## src/rtl/clken_gen_if.sv

```systemverilog
// Configuration write port of the clock-enable generator.
// The master drives the write strobe; clken_gen samples it as the slave.
interface clken_gen_if #(
    parameter int CW = 16
);
    logic          cfg_we;
    logic [2:0]    cfg_ch;
    logic          cfg_mode;
    logic [CW-1:0] cfg_val;

    modport master (
        output cfg_we,
        output cfg_ch,
        output cfg_mode,
        output cfg_val
    );

    modport slave (
        input cfg_we,
        input cfg_ch,
        input cfg_mode,
        input cfg_val
    );
endinterface

```

## src/rtl/clken_gen.sv

```systemverilog
// Multi-channel clock-enable generator on the 48 MHz clock.
// Each channel is an integer divider or a fractional phase accumulator, with edge enables.
module clken_gen #(
    parameter int                 NCH    = 4,
    parameter int                 CW     = 16,
    parameter logic [NCH*CW-1:0]  DEFDIV = {16'd16, 16'd8, 16'd4, 16'd2}
) (
    input  logic            clk48M,
    input  logic            reset,
    input  logic [NCH-1:0]  hold,
    input  logic            resync,
    clken_gen_if.slave      cfg,
    output logic [NCH-1:0]  clk_o,
    output logic [NCH-1:0]  ce_r,
    output logic [NCH-1:0]  ce_f
);

    localparam logic [CW-1:0] LP_TWO    = CW'(2);
    localparam logic [CW-1:0] LP_MAXINC = {1'b1, {(CW-1){1'b0}}};

    function automatic logic [CW-1:0] effDiv(input logic [CW-1:0] v);
        return (v < LP_TWO) ? LP_TWO : v;
    endfunction

    function automatic logic [CW-1:0] effInc(input logic [CW-1:0] v);
        return (v > LP_MAXINC) ? LP_MAXINC : v;
    endfunction

    function automatic logic [CW-1:0] advance(input logic m, input logic [CW-1:0] v,
                                              input logic [CW-1:0] c);
        if (m) begin
            return c + effInc(v);
        end
        return (c >= effDiv(v) - CW'(1)) ? '0 : c + CW'(1);
    endfunction

    for (genvar i = 0; i < NCH; i++) begin : g_ch
        logic          r_mode;
        logic [CW-1:0] r_val;
        logic [CW-1:0] r_cnt;
        logic          r_prevMsb;

        logic          w_sel;
        logic [CW-1:0] w_half;
        logic          w_lvl;
        logic          w_rise;
        logic          w_fall;
        logic          w_nextMode;
        logic [CW-1:0] w_nextVal;
        logic [CW-1:0] w_nextCnt;
        logic          w_nextPrev;

        assign w_sel  = cfg.cfg_we && ({1'b0, cfg.cfg_ch} == 4'(i));
        assign w_half = effDiv(r_val) >> 1;

        always_comb begin
            w_lvl  = 1'b0;
            w_rise = 1'b0;
            w_fall = 1'b0;
            if (r_mode) begin
                w_lvl  = r_cnt[CW-1];
                w_rise = r_cnt[CW-1] & ~r_prevMsb;
                w_fall = ~r_cnt[CW-1] & r_prevMsb;
            end else begin
                w_lvl  = (r_cnt >= w_half);
                w_rise = (r_cnt == w_half);
                w_fall = (r_cnt == '0);
            end
        end

        // Outputs are forced low during reset, since cnt = 0 would otherwise decode as ce_f.
        assign clk_o[i] = w_lvl & ~reset;
        assign ce_r[i]  = w_rise & ~hold[i] & ~reset;
        assign ce_f[i]  = w_fall & ~hold[i] & ~reset;

        always_comb begin
            w_nextMode = r_mode;
            w_nextVal  = r_val;
            w_nextCnt  = r_cnt;
            w_nextPrev = r_prevMsb;
            if (w_sel) begin
                w_nextMode = cfg.cfg_mode;
                w_nextVal  = cfg.cfg_val;
            end
            if (!hold[i]) begin
                w_nextCnt  = advance(w_nextMode, w_nextVal, r_cnt);
                w_nextPrev = r_cnt[CW-1];
            end
            if (w_sel) begin
                if (cfg.cfg_mode != r_mode) begin
                    w_nextCnt  = '0;
                    w_nextPrev = 1'b0;
                end else if (!cfg.cfg_mode && (r_cnt >= effDiv(cfg.cfg_val))) begin
                    w_nextCnt = '0;
                end
            end
            if (resync) begin
                w_nextCnt  = '0;
                w_nextPrev = 1'b0;
            end
        end

        always_ff @(posedge clk48M or posedge reset) begin
            if (reset) begin
                r_mode    <= 1'b0;
                r_val     <= DEFDIV[i*CW +: CW];
                r_cnt     <= '0;
                r_prevMsb <= 1'b0;
            end else begin
                r_mode    <= w_nextMode;
                r_val     <= w_nextVal;
                r_cnt     <= w_nextCnt;
                r_prevMsb <= w_nextPrev;
            end
        end
    end

endmodule

```

## src/flat_wrapper.sv

```systemverilog
// flat-port wrapper written by rule: the top's interface ports become plain ports
module clken_gen_flat 
#(
    parameter int                 NCH    = 4,
    parameter int                 CW     = 16,
    parameter logic [NCH*CW-1:0]  DEFDIV = {16'd16, 16'd8, 16'd4, 16'd2}
)
  (clk48M, reset, hold, resync, clk_o, ce_r, ce_f, cfg_cfg_we, cfg_cfg_ch, cfg_cfg_mode, cfg_cfg_val);
  clken_gen_if #(.CW(CW)) cfg_i ();
  input  logic clk48M;
  input  logic reset;
  input  logic [NCH-1:0] hold;
  input  logic resync;
  output logic [NCH-1:0] clk_o;
  output logic [NCH-1:0] ce_r;
  output logic [NCH-1:0] ce_f;
  input wire logic [$bits(cfg_i.cfg_we)-1:0] cfg_cfg_we;
  input wire logic [$bits(cfg_i.cfg_ch)-1:0] cfg_cfg_ch;
  input wire logic [$bits(cfg_i.cfg_mode)-1:0] cfg_cfg_mode;
  input wire logic [$bits(cfg_i.cfg_val)-1:0] cfg_cfg_val;
  assign cfg_i.cfg_we = cfg_cfg_we;
  assign cfg_i.cfg_ch = cfg_cfg_ch;
  assign cfg_i.cfg_mode = cfg_cfg_mode;
  assign cfg_i.cfg_val = cfg_cfg_val;
  clken_gen #(.NCH(NCH), .CW(CW), .DEFDIV(DEFDIV)) u_core (.clk48M(clk48M), .reset(reset), .hold(hold), .resync(resync), .cfg(cfg_i), .clk_o(clk_o), .ce_r(ce_r), .ce_f(ce_f));
endmodule
```

## config.mk

```make
export PLATFORM = sky130hd
export DESIGN_NAME = clken_gen_flat
export DESIGN_NICKNAME = d
export VERILOG_FILES = /design/src/rtl/clken_gen_if.sv /design/src/rtl/clken_gen.sv /design/src/flat_wrapper.sv
export SDC_FILE = /design/constraint.sdc
export NUM_CORES = 1
export LEC_CHECK = 0
export BUFFER_PORTS_ARGS = -buffer_cell sky130_fd_sc_hd__buf_2
export CAP_MARGIN = 30
export CORE_ASPECT_RATIO = 0.9
export CORE_MARGIN = 2
export CORE_UTILIZATION = 40
export CTS_CLUSTER_SIZE = 24
export DETAILED_ROUTE_END_ITERATION = 12
export GPL_TIMING_DRIVEN = 1
export PLACE_DENSITY = 0.59
export SLEW_MARGIN = 40
export SYNTH_ARGS = -nofsm -noshare
export SYNTH_HDL_FRONTEND = slang
export SYNTH_SLANG_ARGS = --single-unit
```

## constraint.sdc

```tcl
create_clock -name clk48M -period 5.5 [get_ports clk48M]
set_clock_uncertainty 0.15 [all_clocks]
set_input_delay 0.275 -clock clk48M [delete_from_list [all_inputs] [get_ports clk48M]]
set_output_delay 0.275 -clock clk48M [all_outputs]
set_load 0.1 [all_outputs]
```

# After elaboration in Yosys (flattened, before gate mapping)
# Index checks and enable logic that the tools add are counted.
# Widths: inputs -> output; s select.
# totals
output_inout_bits,12
register_bits,136
# classes
order_cmp,25
n_mux,89
n_reduce_logical,14
bitwise,41
addsub,12
n_eq_ne,11
# op_table
operator,count
$mux 16,49
$lt 16x2->1 const B,9
$ge 16x16->1,8
$add 16x1->16 const B,4
$add 16x16->16,4
$eq 16x15->1,4
$ge 16x15->1,4
$gt 16x16->1 const B,4
$logic_not 16->1,4
$sub 16x1->16 const B,4
$mux 1,40
$and 1x1->1,28
$not 1->1,13
$logic_and 1x1->1,8
$eq 3x2->1 const B,2
$ne 1x1->1,4
$eq 3x1->1 const B,1
$logic_not 3->1,1
$logic_not 1->1,1

# Depth between registers and ports, before layout
# Gate-level depths: netlist of run 1.
# depth
word_depth,14
depth_mapped,24
depth_no_buf,21

# Worst setup path after synthesis of run 1
# Ideal clock, no wire load.
# synth_path
path_type,input to register
from,input cfg_cfg_ch[1]
to,register u_core.g_ch[0].r_cnt[15]
t_arrival_ns,4.708
n_path_buf,2
t_required_ns,5.246
stages,22
path_slack_ns,0.538
path_cell_list,nor4b_4 -> buf_4 -> mux2i_1 -> o211ai_1 -> nor3_1 -> and3_1 -> or2_2 -> ha_1 -> nand4_1 -> nor3_1 -> and3_1 -> o21ai_0 -> xnor2_1 -> ha_1 -> and3_1 -> a221oi_1 -> nand2_1 -> a31o_2 -> clkbuf_1 -> nor4_1 -> a211oi_1 -> a221oi_1
# synth_via
elab_chain_cells,14
word_cells_on_any_way,21
classes_between,add/sub: 2; order compare: 3; mux: 14; reduce/logical: 2
# synth_lines
element,line,text
start: declaration,flat_wrapper.sv:18,input wire logic [$bits(cfg_i.cfg_ch)-1:0] cfg_cfg_ch;
$logic_not 3->1 (*),clken_gen.sv:53,"assign w_sel = cfg.cfg_we && ({1'b0, cfg.cfg_ch} == 4'(i));"
$logic_and 1x1->1 (*),clken_gen.sv:53,
$mux 16,clken_gen.sv:81,if (w_sel) begin
$lt 16x2->1,clken_gen.sv:22,return (v < LP_TWO) ? LP_TWO : v;
$mux 16,clken_gen.sv:22,
$sub 16x1->16,clken_gen.sv:34,return (c >= effDiv(v) - CW'(1)) ? '0 : c + CW'(1);
$ge 16x16->1,clken_gen.sv:34,
$mux 16 (2 in series),clken_gen.sv:34,
$mux 16,clken_gen.sv:85,if (!hold[i]) begin
$mux 16,clken_gen.sv:93,end else if (!cfg.cfg_mode && (r_cnt >= effDiv(cfg.cfg_val))) begin
$mux 16,clken_gen.sv:90,if (cfg.cfg_mode != r_mode) begin
$mux 16 (*),clken_gen.sv:89,if (w_sel) begin
$mux 16 (*),clken_gen.sv:97,if (resync) begin
net u_core.g_ch[0].w_nextCnt[15],clken_gen.sv:50,logic [CW-1:0] w_nextCnt;
end signal: assignment,clken_gen.sv:112,r_cnt <= w_nextCnt;
end: declaration,clken_gen.sv:40,logic [CW-1:0] r_cnt;
# The timed path passes the listed nets; every way through them passes the cells marked *. The select of a mux whose other input is x is not followed.

# Worst setup path in the final report of run 1
# layout_path
from,register u_core.g_ch[0].r_val[4]
to,register u_core.g_ch[0].r_cnt[11]
# layout_via
elab_chain_cells,12
word_cells_on_any_way,16
classes_between,add/sub: 2; order compare: 3; mux: 11
# layout_lines
element,line,text
start: declaration,clken_gen.sv:39,logic [CW-1:0] r_val;
start signal: assignment,clken_gen.sv:106,r_val <= DEFDIV[i*CW +: CW];
start signal: assignment,clken_gen.sv:111,r_val <= w_nextVal;
$mux 16 (*),clken_gen.sv:81,
$lt 16x2->1,clken_gen.sv:22,
$mux 16,clken_gen.sv:22,
$sub 16x1->16,clken_gen.sv:34,
$ge 16x16->1,clken_gen.sv:34,
$mux 16,clken_gen.sv:34,
$mux 16 (*),clken_gen.sv:34,
$mux 16 (*),clken_gen.sv:85,
$mux 16,clken_gen.sv:93,
$mux 16,clken_gen.sv:90,
$mux 16 (*),clken_gen.sv:89,
$mux 16 (*),clken_gen.sv:97,
net u_core.g_ch[0].w_nextCnt[11],clken_gen.sv:50,
# Marks and branches as above.

==> results of run 1 <==
## through the flow
| stage | hold WS (ns) | utilization [%] |
|---|---|---|
| after global placement | 0.3908 | 43.35 |
| after floorplan | 0.2819 | - |
| final | -0.03138 | 44.95 |
| after CTS | 0.003369 | 44.92 |
| after global routing | 0.02328 | 44.95 |
| after detailed placement | 0.3859 | 43.37 |
## cell type report
| type | count | area, um2 |
|---|---|---|
| fill | 4020 | 21770 |
| multi-input combinational | 1640 | 11760 |
| sequential | 136 | 3408 |
| inverter | 176 | 668.1 |
| tap | 532 | 665.6 |
| timing repair buffer | 99 | 661.9 |
| clock buffer | 26 | 529.3 |
| clock inverter | 6 | 85.08 |
## layout by cell type, fill, tap and decap left out, drive strengths merged, types with 26 or more instances in the layout
cell type    n
ha         260
nor2       206
inv        176
a21oi      157
dfrtp      132
nand2      105
o21ai       99
buf         99
xnor2       76
nand3       67
a21o        58
nor3        50
and3        42
nand4       40
nor4        40
a31oi       37
nor2b       34
mux2i       31
xor2        29
a211oi      28
nand2b      26
clkbuf      26
## Yosys cell counts (12+ instances only)
cell | number | area share [%]
o21a_1 | 21 | 0.98
nand3_1 | 67 | 2.1
a221oi_1 | 13 | 0.71
mux2i_1 | 30 | 1.9
a22oi_1 | 17 | 0.79
a31oi_1 | 37 | 1.4
a21oi_1 | 156 | 4.9
xor2_1 | 29 | 1.6
o21ai_0 | 96 | 3.0
clkbuf_1 | 38 | 0.89
nor2b_1 | 34 | 1.3
o21bai_1 | 12 | 0.56
and3_1 | 42 | 1.6
nand2_1 | 105 | 2.5
dfrtp_1 | 132 | 21
nor3_1 | 49 | 1.5
inv_1 | 175 | 4.1
a211oi_1 | 28 | 1.3
ha_1 | 260 | 20
or3_1 | 16 | 0.62
nor2_1 | 206 | 4.8
or2_2 | 12 | 0.47
xnor2_1 | 76 | 4.1
a21o_1 | 58 | 2.7
nor4_1 | 40 | 1.6
nand2b_1 | 26 | 1.0
nand4_1 | 40 | 1.6
## timing repair
| item | CTS | global route |
|---|---|---|
| setup endpoints to repair | 0 | 7 |
| gates resized for setup | 0 | 2 |
| hold endpoints to repair | 0 | 0 |
## power by group through the flow
stage	registers [mW]	clock network, mW	logic [mW]
finish	1.66	1.25	3.36
global route	1.70	1.31	3.79
CTS	1.66	1.27	3.33
detailed placement	1.67	0	3.31
global placement	1.67	0	3.22
floorplan	1.45	0	2.55
## critical path: stages (launching register included)
cell and delay, ns:
dfrtp_1 0.40, or4_1 0.56, nor3_1 0.17, a41oi_1 0.11, nor3_2 0.20, and3_1 0.23
or2_2 0.14, ha_1 0.16, nand4_1 0.18, nor3_2 0.28, and3_1 0.22, o21ai_0 0.11
xnor2_1 0.14, ha_1 0.30, and3_1 0.16, a221oi_1 0.32, nand2_1 0.09, a31o_2 0.28
or2_2 0.31, or3_1 0.35, a31oi_1 0.19
## sequential cells by signal, summed over array words and instances (netlist names)
| register | flops |
|---|---|
| u_core.g_ch.r_cnt | 64 |
| u_core.g_ch.r_mode | 4 |
| u_core.g_ch.r_prevMsb | 4 |
| u_core.g_ch.r_val | 64 |
## layer usage
| layer | part of all wire [%] | up-vias | GRT usage, % |
|---|---|---|---|
| li1 | - | 7508 | - |
| met1 | 48 | 7486 | 35.54 |
| met2 | 45 | 485 | 39.01 |
| met3 | 6.2 | 55 | 4.016 |
| met4 | 1.4 | 0 | 5.594 |
| met5 | 0 | - | 0 |
## worst paths after layout
check | slack, ns | cells past startpoint | to
setup / recovery | 0.36 | 20 | u_core.g_ch[0].r_cnt[11]
hold / removal | -0.03 | 2 | u_core.g_ch[2].r_val[14]
setup reg to reg | 0.36 | 20 | u_core.g_ch[0].r_cnt[11]
hold reg to reg | 0.40 | 1 | u_core.g_ch[3].r_val[0]
max in group asynchronous | 4.13 | 3 | u_core.g_ch[1].r_cnt[5]
min in group clk48M | 0.12 | 2 | u_core.g_ch[0].r_prevMsb
## logic make-up (layout without fill, tap and decap cells)
kind of cell,after synthesis,after routing,synth area share [%]
compound gates,540,540,22.00
xor+xnor,105,105,5.727
fa+ha+maj,264,264,20.76
buf+inv,234,307,5.704
flops,136,136,21.22
mux,39,39,2.571
simple gates,692,692,22.01
==> results.md, run 1 <==
- Status: finished with violations
- Failing checks: hold timing
- Die ar.: 41770 um2
- Final Critical Period: 5.141 ns
- Final nets: 2362
- Drc violations: 0
- Warnings from Yosys: 0
- # Max-Cap Violations: 0
- CP arrival: 5.36 ns
- Worst hold slack: -0.03138 ns
- # diodes: 0
- Max rail drop VDD: ~0.00023 V
- Sequential share of power: between 20% and 30%
- Post-route cell area: ~18000 um2
- Final Max Slew Viols: 0
- Dpl cell area: 17150 um2
- Core area: 39540 um2
- Die Y: 194.1 um
- CTS Hold Bufs: 0
- CTS tree: built
- P_sw: 2.928 mW
- Final hold vios: 26
- Async SR Flop Fraction: between 90% and 100%
- # H-tree levels: 4
- IO Port Bufs: 39
- Cell internal pwr: 3.341 mW
- Cell Area, Synth: roughly 16000 um2
- Vias in the first global route: 14820
- Clock latency on the worst-skew pair: 0.46 ns
- Via-per-instance ratio: 5.940
- R2R Path Start: u_core.g_ch[0].r_val[4]
- Final Instance Count excl. Fillers: 2615
- IO Count: 40
- Post-CTS Setup Repair Bufs: 0
- Grt ovf: 0
- Worst min-delay path class: in -> async
- Final period utilization: between 90% and 100%
- Total length of routed wires: 52000 um
- Max clock buf depth: 2
- Mapped Cells: 2010
- Setup crit end kind: flip-flop
- CP Class: reg -> reg
- Setup WS pre-CTS: 0.1534 ns
- Fraction of layout instances using a drive strength above 1: 8.737%
- Initial core utilization: 40.61%
- Remaining antenna violation count after routing: 0
- Clk pwr share: 19.9%
- Logic pwr share: 53.6%
- Max_slew headroom: 46.79%
- Max Fclk: 194.5 MHz
- Detailed-placement wirelength estimate: 39370 um
- RSZ-0062 raised after global routing: no
- Mapped Avg Cell Area: 7.989 um2
- P_leak: 8.565 nW
- Crit-path max FO: 9
- Sequential element share of the synthesized area: between 20% and 30%
- Post-synth EDFFs: 0
- Std cell rows: 69
- First-pass GRT wire length: about 83000 um
- Via Count: 15534
- #FFs+latches synth: about 140
- CTS buffer count: 17
- Die span in x: 215.2 um
- Crit path required time: 5.72 ns
- Top FF cell, synth: dfrtp_1
- Clk pin slew, worst setup/hold paths: 0.06 ns
- Design Power: 6.270 mW
- Area delta synth->final: 10.68%
- Worst setup SP type: flip-flop
- Clock root cell: clkbuf_16
- CTS sink count: 136
- Yosys cell types: 83
- Slew @ Worst Pin: 0.7781 ns
- Setup TNS: 0 ns
- All-Layer GR Usage: 24.81%
- Placed Instances: 2583
- Final GP Congestion: 0.9345
- Final setup fails: 0
- Largest net degree at the start of global routing: 74
- Switching Fraction: about 47%
- Initial antenna violation count: 1
- Critical Path Start: u_core.g_ch[0].r_val[4]
- Power per cell area: 352.7 nW/um2
- DR iter-0 viols: 1187
- Detailed Routing Iterations Pass 1: 6
- Wire per inst: 19.89 um
- Fin worst setup slack: ~0.36 ns
- Syn nets: 2302
Note: power is estimated with default switching activity, not from simulation.
==> run 2, diff against run 1 <==
CORE_ASPECT_RATIO = default   (was 0.9)
CORE_UTILIZATION = 30   (was 40)
PLACE_DENSITY = 0.48   (was 0.59)
==> run 2 against run 1 <==
- the run now ends clean
- routed wire length grew 6.7%
- highest routed layer unchanged
- critical path type unchanged
- critical path depth is the same
- die area grew 33%
==> results.md, run 2 (synthesized netlist as in run 1, its figures left out) <==
- Status: finished, final reports clean
- Grt ovf: 0
- R2R Path Start: u_core.g_ch[0].r_val[13]
- Design Power: 6.405 mW
- Fraction of layout instances using a drive strength above 1: 9.074%
- Max Fclk: 199.3 MHz
- Final period utilization: 91.23%
- Most common cell after layout, fill and taps aside: ha_1
- Final GP Congestion: 0.8724
- # Max-Cap Violations: 0
- Setup WS pre-CTS: 0.2209 ns
- P_leak: 8.632 nW
- Max_slew headroom: 51.13%
- CP Class: reg -> reg
- Critical-path cell list: or4_1 -> nor3_1 -> a41oi_1 -> nor3_1 -> and3_1 -> or2_2 -> ha_1 -> nand4_1 -> nor3_1 -> and3_1 -> o21ai_0 -> xnor2_1 -> ha_1 -> and3_1 -> a221oi_1 -> nand2_1 -> a31o_2 -> or2_2 -> or3_1 -> a31oi_1
- Area of the multi-input gates: between 10000 and 15000 um2
- Clk pin slew, worst setup/hold paths: 0.06 ns
- Wire per inst: 19.93 um
- Initial antenna violation count: 1
- CP arrival: 5.29 ns
- Largest net degree at the start of global routing: 77
- Fin worst setup slack: a little under 0.5 ns
- Worst path slowest cell: or4_1
- First-pass GRT wire length: 86860 um
- CTS tree: built
- Core area: around 53000 um2
- # H-tree levels: 4
- Min-Delay Path Depth: 2
- Std cell rows: 84
- All-Layer GR Usage: 20.19%
- RSZ-0062 raised after global routing: no
- Via-per-instance ratio: 5.493
- Crit path required time: a little under 6 ns
- Crit path largest cell delay: about 0.50 ns
- Slew @ Worst Pin: 0.7331 ns
- Hold EP: u_core.g_ch[0].r_prevMsb
- Post-CTS Setup Repair Bufs: 0
- CP top delay family: simple AND/OR/NAND/NOR gates
- Biggest regs: u_core.g_ch.r_cnt (64), u_core.g_ch.r_val (64)
- Reg2Reg Capture Point: u_core.g_ch[0].r_cnt[12]
- Final hold vios: 0
- Max clock buf depth: 2
- Total length of routed wires: roughly 55000 um
- CTS sink count: 136
- Setup crit end kind: flip-flop
- Crit path buffers/inverters: 0
- Via Count: 15287
- Clock latency on the worst-skew pair: 0.51 ns
- IO Count: 40
- Worst min-delay path class: in -> reg
- # resized after CTS: 0
- DR iter-0 viols: 955
- Fillers: 5587
- Die Y: 235.4 um
- Detailed-placement wirelength estimate: 42130 um
- Most frequent cells in the layout: ha_1, nor2_1, inv_1
- Crit-path max FO: 10
- IO Port Bufs: 39
- Final Critical Period: 5.018 ns
- Final Max Slew Viols: 0
- Clock root cell: clkbuf_16
- CTS buffer count: 17
- Area delta synth->final: 12.48%
- Hold path start: resync
- Worst Reg-to-Reg Cells: 20
- Sequential cell area: roughly 3400 um2
- Drc violations: 0
- Setup TNS: 0 ns
- Power per cell area: between 300 and 400 nW/um2
- Initial core utilization: 30.44%
- Remaining antenna violation count after routing: 0
- Die span in x: 235.4 um
- Detailed Routing Iterations Pass 1: 5
- Placed Instances: approximately 2700
- R2r setup slk: between 0.4 and 0.5 ns
- Die ar.: 55390 um2
- Final Instance Count excl. Fillers: 2783
- Worst hold slack: approximately 0.066 ns
- Max rail drop VDD: 0.0002538 V
- Worst setup SP type: flip-flop
- Vias in the first global route: between 15000 and 20000
- Final nets: 2373
- Final setup fails: 0
-- run 2: cell types whose count changed in the layout (fill, tap and decap cells not counted), moves of 2 or more --
cell and change:
clkbuf_8 -5, buf_4 +11, bufinv_16 +3, nor3_1 +2
clkbuf_1 +2
-- run 2: metal layers --
layer / GRT usage [%] / wire (um)
met5: 0 / 0
met4: 7.161 / 1593
met3: 3.999 / 2084
met2: 32.80 / 25490
met1: 26.61 / 26290
-- run 2: report_power, final --
group | switching (mW) | leakage (nW) | internal (mW)
logic | 2.01 | 6.58 | 1.40
registers | 0.451 | 1.74 | 1.21
clock network | 0.513 | 0.311 | 0.824
total | 2.98 | 8.63 | 3.43
-- run 2: repair_timing --
item	CTS	global route
endpoints found under the hold margin	0	19
setup endpoints to repair	0	0
hold buffers	0	1
-- run 2: area by class of cell --
cell class | instances | area share [%]
Antenna cell | 1 | 0.01385
Clock inverter | 9 | 0.9559
Multi-Input combinational cell | 1640 | 65.02
Clock buffer | 23 | 2.591
Tap cell | 688 | 4.766
Inverter | 176 | 3.713
Timing Repair Buffer | 110 | 4.066
Sequential cell | 136 | 18.87
-- run 2: how the worst max path moves through the flow --
stage	from	to	cells after the start
3_5_place_dp	cfg_cfg_ch[1]	u_core.g_ch[0].r_cnt[12]	23
4_1_cts	u_core.g_ch[0].r_val[4]	u_core.g_ch[0].r_cnt[12]	20
5_1_grt	u_core.g_ch[0].r_val[4]	u_core.g_ch[0].r_cnt[12]	20
2_1_floorplan	cfg_cfg_ch[1]	u_core.g_ch[0].r_cnt[15]	22
3_3_place_gp	cfg_cfg_ch[1]	u_core.g_ch[0].r_cnt[11]	23
6_report	u_core.g_ch[0].r_val[13]	u_core.g_ch[0].r_cnt[12]	20
-- run 2: through the flow --
stage,instance area (um2),util [%]
after floorplan,16060,-
after global placement,17400,32.98
after detailed placement,17410,32.99
after CTS,18050,34.21
after global routing,18060,34.23
final,18060,34.23
==> run 3, diff against run 2 <==
ABC_AREA = 1   (was default)
==> run 3 against run 2 <==
- register-to-register slack improved by 0.72 ns
- largest power group unchanged
- sequential share of layout area decreased by 2.0 points
- via count increased by 28%
- worst hold slack got worse by 0.013 ns
- flip-flop and latch count unchanged
- worst setup slack improved by 0.35 ns
- critical path type is now in -> reg
- cell count increased by 33%
- count of clock-buffer cells in the layout decreased by 3
- maximum frequency increased by 7.5%
- combinational power decreased by 16%
==> results.md, run 3 <==
- Setup TNS: 0 ns
- Area delta synth->final: 9.924%
- Post-CTS Setup Repair Bufs: 0
- #FFs+latches synth: 136
- Area of the multi-input gates: 13480 um2
- Core area: 60470 um2
- IO Count: 40
- Crit path largest cell delay: 0.46 ns
- P_sw: 2.682 mW
- Final nets: 3186
- CTS Hold Bufs: 2
- First-pass GRT wire length: about 110000 um
- Sequential cell area: 3408 um2
- Final Max Slew Viols: 0
- Wire per inst: 19.47 um
- Async SR Flop Fraction: between 90% and 100%
- Max_slew headroom: 47.06%
- Top FF cell, synth: dfrtp_1
- Detailed-placement wirelength estimate: 55430 um
- CTS buffer count: 17
- CP arrival: 4.94 ns
- Reg2Reg Capture Point: u_core.g_ch[0].r_cnt[14]
- Syn nets: roughly 3200
- All-Layer GR Usage: 22.69%
- Status: finished, final reports clean
- Fraction of layout instances using a drive strength above 1: 7.534%
- Min-Delay Path Depth: 3
- Fillers: ~6600
- Remaining antenna violation count after routing: 0
- Die ar.: 63360 um2
- Via-per-instance ratio: 5.284
- Vias in the first global route: 18495
- Total length of routed wires: 71830 um
- Most frequent cells in the layout: nand2_1, nor2_1, inv_1
- Sequential share of power: approximately a quarter
- Post-synth EDFFs: 0
- CP Class: in -> reg
- Via Count: between 15000 and 20000
- R2r setup slk: 1.20 ns
- RSZ-0062 raised after global routing: no
- Initial core utilization: 30.44%
- Biggest regs: u_core.g_ch.r_cnt (64), u_core.g_ch.r_val (64)
- Final hold vios: 0
- Post-layout util: 33.46%
- Worst setup SP type: input port
- Die Y: ~250 um
- Clock root cell: clkbuf_16
- Max clock buf depth: 2
- Clock latency on the worst-skew pair: roughly 0.5 ns
- Initial antenna violation count: 2
- Final Critical Period: 4.668 ns
- Top cells by count, synth: nand2_1, nor2_1, inv_1, ha_1, a21oi_1
- Clk pwr share: 24.1%
- Worst path slowest cell: nand2_2
- Std cell rows: 90
- Final period utilization: a little over four fifths
- Mapped Avg Cell Area: 6.432 um2
- Cell Area, Synth: 18410 um2
- Final GP Congestion: 0.9324
- CTS sink count: about 140
- CTS tree: built
- DR iter-0 viols: 1506
- # resized after CTS: 0
- Biggest area consumer among synthesized cells: dfrtp_1
- Worst Reg-to-Reg Cells: 26
- Crit path buffers/inverters: 4
- Largest net degree at the start of global routing: 53
- Mapped Cells: 2862
- Grt ovf: 0
- Logic pwr share: between 50 and 60%
- Setup crit end kind: flip-flop
- Max rail drop VDD: 0.0002494 V
- Hold EP: u_core.g_ch[2].r_cnt[8]
- Hold path start: hold[2]
- Max Fclk: 214.2 MHz
- # diodes: 0
- Crit-path max FO: 52
- R2R Path Start: u_core.g_ch[0].r_val[8]
- Yosys top cell area share: 17.94%
- # Max-Cap Violations: 0
- Top cells by area, synth: dfrtp_1, ha_1, nand2_1
- # H-tree levels: 4
- CP top delay family: simple AND/OR/NAND/NOR gates
- Worst min-delay path class: in -> reg
- Clk pin slew, worst setup/hold paths: 0.07 ns
- Drc violations: 0
- CP Depth: 26
- Detailed Routing Iterations Pass 1: 5
- Final setup fails: 0
- Crit path required time: 5.77 ns
- Cell internal pwr: 2.898 mW
- Slew @ Worst Pin: about 0.79 ns
- P_leak: just over 10 nW
- Die span in x: 251.7 um
- Switching Fraction: 48.06%
- Warnings from Yosys: 0
- Power per cell area: 275.8 nW/um2
- IO Port Bufs: 39
- Sequential element share of the synthesized area: about 19%
- Most common cell in the netlist: nand2_1
- Yosys cell types: 52
- Most common cell after layout, fill and taps aside: nand2_1
## run 3: logic make-up (layout without fill, tap and decap cells)
logic type / after synthesis / in the layout / synth area share, %
buffers and inverters: 383 / 428 / 8.326
and+or+nand+nor: 1485 / 1485 / 34.69
xor gates and xnor gates: 105 / 105 / 4.996
AOI/OAI and AO/OA: 489 / 489 / 15.37
DFF: 136 / 136 / 18.52
adders and majority gates: 264 / 264 / 18.11
## run 3: metal layers
metal | track usage [%] | part of all wire [%] | vias up
met3 | 3.477 | 5.5 | 92
met2 | 37.13 | 46 | 597
met5 | 0 | 0.018 | -
li1 | - | - | 9646
met1 | 30.48 | 46 | 9156
met4 | 7.466 | 2.7 | 2
## run 3: worst max path at each step
stage                     slack (ns)           from                        to
after floorplan                 1.03          reset                   ce_r[3]
after global routing            0.35     cfg_cfg_we  u_core.g_ch[1].r_cnt[13]
final                           0.83  cfg_cfg_ch[2]  u_core.g_ch[1].r_cnt[13]
after CTS                       0.89  cfg_cfg_ch[2]  u_core.g_ch[1].r_cnt[13]
after detailed placement        0.37  cfg_cfg_ch[2]  u_core.g_ch[1].r_cnt[13]
after global placement          0.39     cfg_cfg_we  u_core.g_ch[2].r_cnt[12]
## run 3: power groups by stage
stage,registers (mW),logic (mW),clock network (mW)
floorplan,1.28,2.08,0
global placement,1.39,2.81,0
detailed placement,1.39,2.84,0
CTS,1.37,2.86,1.38
global route,1.39,3.24,1.41
finish,1.37,2.87,1.34
## run 3: final cells by class
class	instances	share of cell area, %
clock buffers	20	2.257
repair buffers	81	2.609
multi-input cells	2343	66.62
inverters	315	5.862
flip-flops and latches	136	16.84
well taps	782	4.836
clock inverters	12	0.9770
## run 3: metrics by stage
stage / hold slack (ns) / power, mW / worst slack [ns] / instances / area, um2
final: 0.05367 / 5.580 / 0.8317 / 3689 / 20230
after global routing: 0.04852 / 6.048 / 0.3539 / 3689 / 20230
after CTS: 0.02523 / 5.600 / 0.8872 / 3689 / 20230
after detailed placement: 0.3453 / 4.226 / 0.3708 / 3655 / 19560
after global placement: 0.3362 / 4.197 / 0.3875 / 3655 / 19560
after floorplan: 0.2107 / 3.361 / 1.029 / 2862 / 18420
## run 3: worst register-to-register path, delay by kind of cell, from the launching register on
family,cells,cell delay (ns)
buffers and inverters,4,0.40
AND/OR/NAND/NOR,19,2.62
flip-flops,1,0.38
adder cells (fa/ha/maj),2,0.46
XOR/XNOR,1,0.16
